$ cat src/rtl/moving_average_ctrl.sv
`default_nettype none
// ============================================================================
// moving_average_ctrl : window reconfiguration, flush and refill sequencer
//                       for one moving_average datapath instance.
// Optional feature    : MOVING_AVERAGE_CTRL_CFG_LOCK_EN (stall requests in FILL)
// Revision            : 1.0
// ============================================================================
module moving_average_ctrl #(
    parameter int SIZE_MOVING_AVERAGE_WINDOW     = 8,
    parameter int SIZE_MOVING_AVERAGE_MAX_WINDOW = 64,
    parameter int PIPE_LATENCY                   = 5,
    parameter int FLUSH_CYCLES                   = 2
) (
    input  logic                                  clk,
    input  logic                                  reset,
    input  logic [SIZE_MOVING_AVERAGE_WINDOW-1:0] cfg_window,
    input  logic                                  cfg_valid,
    output logic                                  cfg_ready,
    output logic                                  cfg_error,
    output logic                                  ma_reset_n,
    output logic [SIZE_MOVING_AVERAGE_WINDOW-1:0] ma_window_set,
    output logic                                  ma_enable,
    output logic                                  ma_data_valid,
    output logic                                  busy
);
    localparam int            WW         = SIZE_MOVING_AVERAGE_WINDOW;
    localparam int            CW         = 8;
    localparam logic [WW-1:0] WIN_ONE    = WW'(1);
    localparam logic [WW-1:0] WIN_MAX    = WW'(SIZE_MOVING_AVERAGE_MAX_WINDOW);
    localparam logic [CW-1:0] CNT_ONE    = CW'(1);
    localparam logic [CW-1:0] FLUSH_LOAD = CW'(FLUSH_CYCLES - 1);
    localparam logic [CW-1:0] PIPE_LOAD  = CW'(PIPE_LATENCY - 1);
`ifdef MOVING_AVERAGE_CTRL_CFG_LOCK_EN
    localparam logic          FILL_READY = 1'b0;
`else
    localparam logic          FILL_READY = 1'b1;
`endif

    typedef enum logic [1:0] {
        S_IDLE  = 2'd0,
        S_FLUSH = 2'd1,
        S_FILL  = 2'd2,
        S_RUN   = 2'd3
    } state_t;

    state_t        state;
    logic [CW-1:0] cnt;
    logic          accept;
    logic          win_zero;
    logic          win_legal;

    assign accept    = cfg_valid && cfg_ready;
    assign win_zero  = (cfg_window == '0);
    // Power of two (single bit set) no larger than the maximum window.
    assign win_legal = ((cfg_window & (cfg_window - WIN_ONE)) == '0) &&
                       (cfg_window <= WIN_MAX);

    always_ff @(posedge clk) begin
        if (reset) begin
            state         <= S_IDLE;
            cnt           <= '0;
            cfg_ready     <= 1'b1;
            cfg_error     <= 1'b0;
            ma_reset_n    <= 1'b0;
            ma_window_set <= WIN_ONE;
            ma_enable     <= 1'b0;
            ma_data_valid <= 1'b0;
            busy          <= 1'b0;
        end else begin
            cfg_error <= 1'b0;
            if (accept && win_zero) begin
                state         <= S_IDLE;
                cfg_ready     <= 1'b1;
                ma_reset_n    <= 1'b0;
                ma_enable     <= 1'b0;
                ma_data_valid <= 1'b0;
                busy          <= 1'b0;
            end else if (accept && win_legal) begin
                state         <= S_FLUSH;
                cnt           <= FLUSH_LOAD;
                cfg_ready     <= 1'b0;
                ma_reset_n    <= 1'b0;
                ma_window_set <= cfg_window;
                ma_enable     <= 1'b0;
                ma_data_valid <= 1'b0;
                busy          <= 1'b1;
            end else begin
                // A rejected request only pulses the error; sequencing carries on.
                if (accept) begin
                    cfg_error <= 1'b1;
                end
                case (state)
                    S_FLUSH: begin
                        if (cnt == '0) begin
                            state      <= S_FILL;
                            cnt        <= CW'(ma_window_set) + PIPE_LOAD;
                            cfg_ready  <= FILL_READY;
                            ma_reset_n <= 1'b1;
                            ma_enable  <= 1'b1;
                        end else begin
                            cnt <= cnt - CNT_ONE;
                        end
                    end
                    S_FILL: begin
                        if (cnt == '0) begin
                            state         <= S_RUN;
                            cfg_ready     <= 1'b1;
                            ma_data_valid <= 1'b1;
                            busy          <= 1'b0;
                        end else begin
                            cnt <= cnt - CNT_ONE;
                        end
                    end
                    default: ;
                endcase
            end
        end
    end
endmodule
`default_nettype wire

$ cat config.mk
export PLATFORM = sky130hd
export DESIGN_NAME = moving_average_ctrl
export DESIGN_NICKNAME = d
export VERILOG_FILES = /design/src/rtl/moving_average_ctrl.sv
export SDC_FILE = /design/constraint.sdc
export NUM_CORES = 1
export LEC_CHECK = 0
export BUFFER_PORTS_ARGS = -buffer_cell sky130_fd_sc_hd__buf_2
export CAP_MARGIN = 20
export CORE_MARGIN = 10
export CORE_UTILIZATION = 35
export CTS_BUF_LIST = sky130_fd_sc_hd__clkbuf_4 sky130_fd_sc_hd__clkbuf_8
export DETAILED_ROUTE_END_ITERATION = 7
export GPL_TIMING_DRIVEN = 0
export SLEW_MARGIN = 30
export SYNTH_ARGS = -nofsm -noshare
export SYNTH_HDL_FRONTEND = slang
export SYNTH_SLANG_ARGS = --single-unit
$ cat constraint.sdc
create_clock -name clk -period 2.7 [get_ports clk]
set_clock_uncertainty 0.05 [all_clocks]
set_input_delay 0.135 -clock clk [delete_from_list [all_inputs] [get_ports clk]]
set_output_delay 0.135 -clock clk [all_outputs]
set_load 0.1 [all_outputs]
## After elaboration in Yosys (flattened, before gate mapping)

Index checks and enable logic that the tools add are counted.

| cells by class | value |
|---|---|
| add/sub/neg operators | 3 |
| order comparisons | 1 |
| equality and inequality tests | 7 |
| mux-type cells | 15 |
| bitwise logic cells | 2 |
| reductions and logical operators | 23 |

Operator list:

| kind | count |
|---|---|
| $logic_not 8->1 | 3 |
| $mux 8 | 3 |
| $pmux 8 s2 | 1 |
| $sub 8x1->8 const B | 2 |
| $reduce_and 2->1 | 5 |
| $ne 3x3->1 const B | 3 |
| $reduce_and 3->1 | 3 |
| $add 8x3->8 const B | 1 |
| $and 8x8->8 | 1 |
| $le 8x7->1 const B | 1 |
| $mux 1 | 8 |
| $reduce_bool 2->1 | 4 |
| $logic_and 1x1->1 | 4 |
| $mux 2 | 2 |
| $ne 2x2->1 const B | 2 |
| $pmux 2 s2 | 1 |
| $reduce_or 2->1 | 2 |
| $reduce_bool 3->1 | 1 |
| $reduce_or 3->1 | 1 |
| $eq 2x1->1 const B | 1 |
| $eq 2x2->1 const B | 1 |
| $not 1->1 | 1 |

| storage, ports and cells | value |
|---|---|
| register bits | 23 |
| bits of input ports | 11 |
| output and inout bits | 14 |
| word-level logic and storage cells | 60 |

## Depth between registers and ports, before layout

| depth | value |
|---|---|
| depth in word-level cells | 7 |
| depth in mapped cells | 8 |

## Worst setup path after synthesis

No wires, ideal clock.

| timing | value |
|---|---|
| kind | register to register |
| from | register ma_window_set[2] |
| to | register cnt[5] |
| setup time | 0.060 ns |
| arrival time | 2.209 ns |
| data required time | 2.590 ns |
| slack | 0.381 ns |
| cell stages (with the launch flop) | 6 |
| buffers on the path | 0 |
| cells stage by stage | dfxtp_1 and3_1 xnor2_1 or4_4 a221oi_2 o221a_1 |

| between the ends | value |
|---|---|
| longest elaborated chain between the ends | 4 |

RTL lines:

| element | RTL line | source |
|---|---|---|
| start: declaration | 21 | `output logic [SIZE_MOVING_AVERAGE_WINDOW-1:0] ma_window_set,` |
| start signal: assignment | 83 | `ma_window_set <= cfg_window;` |
| $add 8x3->8 | 96 | `cnt <= CW'(ma_window_set) + PIPE_LOAD;` |
| $mux 8 | 94 | `if (cnt == '0) begin` |
| $pmux 8 s2 | 92 | `case (state)` |
| $mux 8 | 78 | `end else if (accept && win_legal) begin` |
| end signal: assignment | 96 |  |
| end signal: assignment | 101 | `cnt <= cnt - CNT_ONE;` |
| end signal: assignment | 111 | `cnt <= cnt - CNT_ONE;` |
| end: declaration | 47 | `logic [CW-1:0] cnt;` |

Every way passes these cells.
A chain may end at the register's enable or synchronous reset.

## Worst setup path after layout

| timing | value |
|---|---|
| from | register cnt[0] |
| to | register cnt[5] |

| between the ends | value |
|---|---|
| longest elaborated chain between the ends | 4 |

RTL lines:

| element | RTL line |
|---|---|
| $sub 8x1->8 or $logic_not 8->1 (tied branches) | - |
| $mux 8 (on tied branches) | 105, 94 |
| $pmux 8 s2 | 92 |
| $mux 8 | 78 |

Several ways; a longest one is shown, not always the timed one. The select of a mux whose other input is x is not followed.

==> reports/summary.txt <==
TritonCTS clock tree = yes
Bufs on Longest Clock Path = 2
Slew @ Worst Pin = 0.8164 ns
die span in y = 80.92 um
number of setup buffers added after CTS = 0
via count of the first global-routing pass = 1293
Die X-Extent = 80.92 um
count of clock tree sinks = 23
register cell area after layout = 460.4 um2
final slew viol count = 0
maximum clock frequency = 419.6 MHz
Critical Path Source = cnt[0]$_SDFFE_PP0P_
total routed wirelength = 3412 um
worst hold-check path type = primary input to flip-flop
Setup crit end kind = flip-flop
quantity of gates resized following cts = 0
Maximum Capacitance Violations = 0
Post-Route Setup TNS = 0 ns
fraction of the cycle the final worst path needs = 88.27%
post-synth design cell area = 1299 um2
iteration-0 DRC count of the detailed router = 75
count of nets left with antenna violations after detail routing = 0
hold buffers post-CTS = 0
length of the first detailed-routing pass in iterations = 4
unrepaired setup endpoints after global routing = false
highest ir drop seen on vdd = 0.3453 mV
diode count = 0
number of synthesis warnings = 0
relative max-transition margin = 44.80%
Rows = 22
standby leakage power = 0.6471 nW
final hold violation count = 0
pwr dens = 1242 nW/um2
startpoint kind of the worst setup timing path = flip-flop
startpoint-to-endpoint class of the critical path = flip-flop to flip-flop
most used flip-flop cell after synthesis = sky130_fd_sc_hd__dfxtp_1
detailed-route via count = 1281
Syn Area/Cell = 8.220 um2
initial core utilization = 35.74%
wire length of the first global-routing pass = 5934 um
area growth from synthesis to final layout = 17.63%
post-synthesis cell count = 158
insertion delay of the later-clocked pin in the worst-skew pair = 0.27 ns
global route overflow = 0
number of clock buffers inserted by TritonCTS = 3
number of enable flip-flop cells after synthesis = 0
most common cell after layout, fill and taps aside = sky130_fd_sc_hd__buf_2
routability congestion estimate = 0.8285
aggregate global-route resource usage = 11.28%
launching point of the worst reg2reg path = cnt[0]$_SDFFE_PP0P_
sum of net half-perimeters after detailed placement = 2668 um
average vias per placed instance = 5.474
Critical Path AT = 2.50 ns
most frequent cells in the layout = sky130_fd_sc_hd__buf_2, sky130_fd_sc_hd__dfxtp_1, sky130_fd_sc_hd__nand2_1
number of antenna violations at the first check in global routing = 0
ratio of cells with drive above 1 in the final layout = 21.51%
DIE AREA = 6547 um2
I/O Pins = 25
Clock Pin Slew Worst Setup and Hold Paths = 0.09 ns
Residual DRC = 0
fraction of registers with async set or reset after synthesis = 0%
layout net count = 203
final setup violation count = 0
number of levels in the clock H-tree = 1
endpoint required time on the critical path = 2.81 ns
buffer cell driving the clock tree root = sky130_fd_sc_hd__clkbuf_8
count of input and output buffers = 24
area inside the core boundary = 3633 um2
CP max FO = 6
run status = finished, final reports clean
total of flip-flops plus latches after synthesis = 23
pin count of the biggest net entering global routing = 13
multi-input gate area in the final layout = 772.0 um2
synth unique cells = 46
worst hold start = reset
total of fill cells in the finished design = 370
sequential area share after synthesis = 35.45%
fin crit period = 2.383 ns
detailed-route wire length per cell = 14.58 um
number of nets produced by synthesis = 174
Design Power = 1.897 mW
## synth_stat cells (3+ instances only)
master                    instances  area [um2]
sky130_fd_sc_hd__dfxtp_1         23       460.4
sky130_fd_sc_hd__nand2_1         20       75.07
sky130_fd_sc_hd__nor2_1          18       67.56
sky130_fd_sc_hd__a21oi_1         12       60.06
sky130_fd_sc_hd__nand3_1          9       45.04
sky130_fd_sc_hd__inv_1            7       26.28
sky130_fd_sc_hd__ha_1             5       62.56
sky130_fd_sc_hd__and3_1           4       25.02
sky130_fd_sc_hd__nor4_1           4       25.02
sky130_fd_sc_hd__mux2i_1          3       30.03
sky130_fd_sc_hd__nor3_1           3       15.01
sky130_fd_sc_hd__o21ai_0          3       15.01
sky130_fd_sc_hd__o31ai_1          3       22.52
sky130_fd_sc_hd__xnor2_1          3       26.28
sky130_fd_sc_hd__xor2_1           3       26.28
## sequential cells by signal (all words and copies together) (netlist names)
register	cells
ma_window_set	8
busy	1
cfg_ready	1
cnt	8
state	2
cfg_error	1
ma_enable	1
ma_data_valid	1
## per-stage QoR
stage | utilization [%] | setup WS (ns) | instances | hold slack (ns) | cell area [um2]
after floorplan | - | 0.3813 | 158 | 0.1747 | 1299
after global placement | 40.70 | 0.4198 | 230 | 0.3303 | 1479
final | 42.05 | 0.3167 | 234 | 0.05170 | 1528
after CTS | 42.05 | 0.3511 | 234 | 0.05189 | 1528
after global routing | 42.05 | 0.1893 | 234 | 0.06846 | 1528
after detailed placement | 40.70 | 0.3653 | 230 | 0.3388 | 1479
## layer usage
metal  up-vias  GRT usage (%)  wire [um]
li1        634              -          -
met1       608          12.72       1510
met2        34          19.43       1685
met3         5          2.539        156
met4         0          5.882         59
met5         -              0          0
## cell type report
type	count	share of cell area, %
Buffer	6	2.621
Clock buffer	4	3.194
Inverter	7	1.720
Multi-Input combinational cell	122	50.53
Sequential cell	23	30.14
Tap cell	48	3.931
Timing Repair Buffer	24	7.862
## worst max-delay path: stages, from the launching register on
cell and delay, ns:
sky130_fd_sc_hd__dfxtp_1 0.35, sky130_fd_sc_hd__inv_1 0.10, sky130_fd_sc_hd__ha_1 0.17, sky130_fd_sc_hd__nor4b_1 0.67
sky130_fd_sc_hd__and3_2 0.35, sky130_fd_sc_hd__or3_1 0.12, sky130_fd_sc_hd__buf_4 0.14, sky130_fd_sc_hd__a221oi_2 0.07
sky130_fd_sc_hd__o221a_1 0.25
## cell families after synthesis
logic type               Yosys count  share of synthesized area (%)
AO/OA/AOI/OAI                     35                          19.17
XOR/XNOR                           6                          4.047
adder cells (fa/ha/maj)            6                          5.588
buffers and inverters             13                          5.106
flip-flops                        23                          35.45
multiplexers                       3                          2.312
AND/OR/NAND/NOR                   72                          28.32
## where the power goes
part / switching (mW) / internal (mW)
registers: 0.0744 / 0.412
logic: 0.715 / 0.465
clock network: 0.115 / 0.116
total: 0.904 / 0.993
## path summary, 6_finish.rpt
check	end	slack [ns]	cells after the start
setup / recovery	cnt[5]$_SDFFE_PP0P_	0.32	8
hold / removal	cnt[4]$_SDFFE_PP0P_	0.05	2
setup reg to reg	cnt[5]$_SDFFE_PP0P_	0.32	8
hold reg to reg	ma_enable$_SDFFE_PP0P_	0.42	2
(Power assumes the default switching activity.)
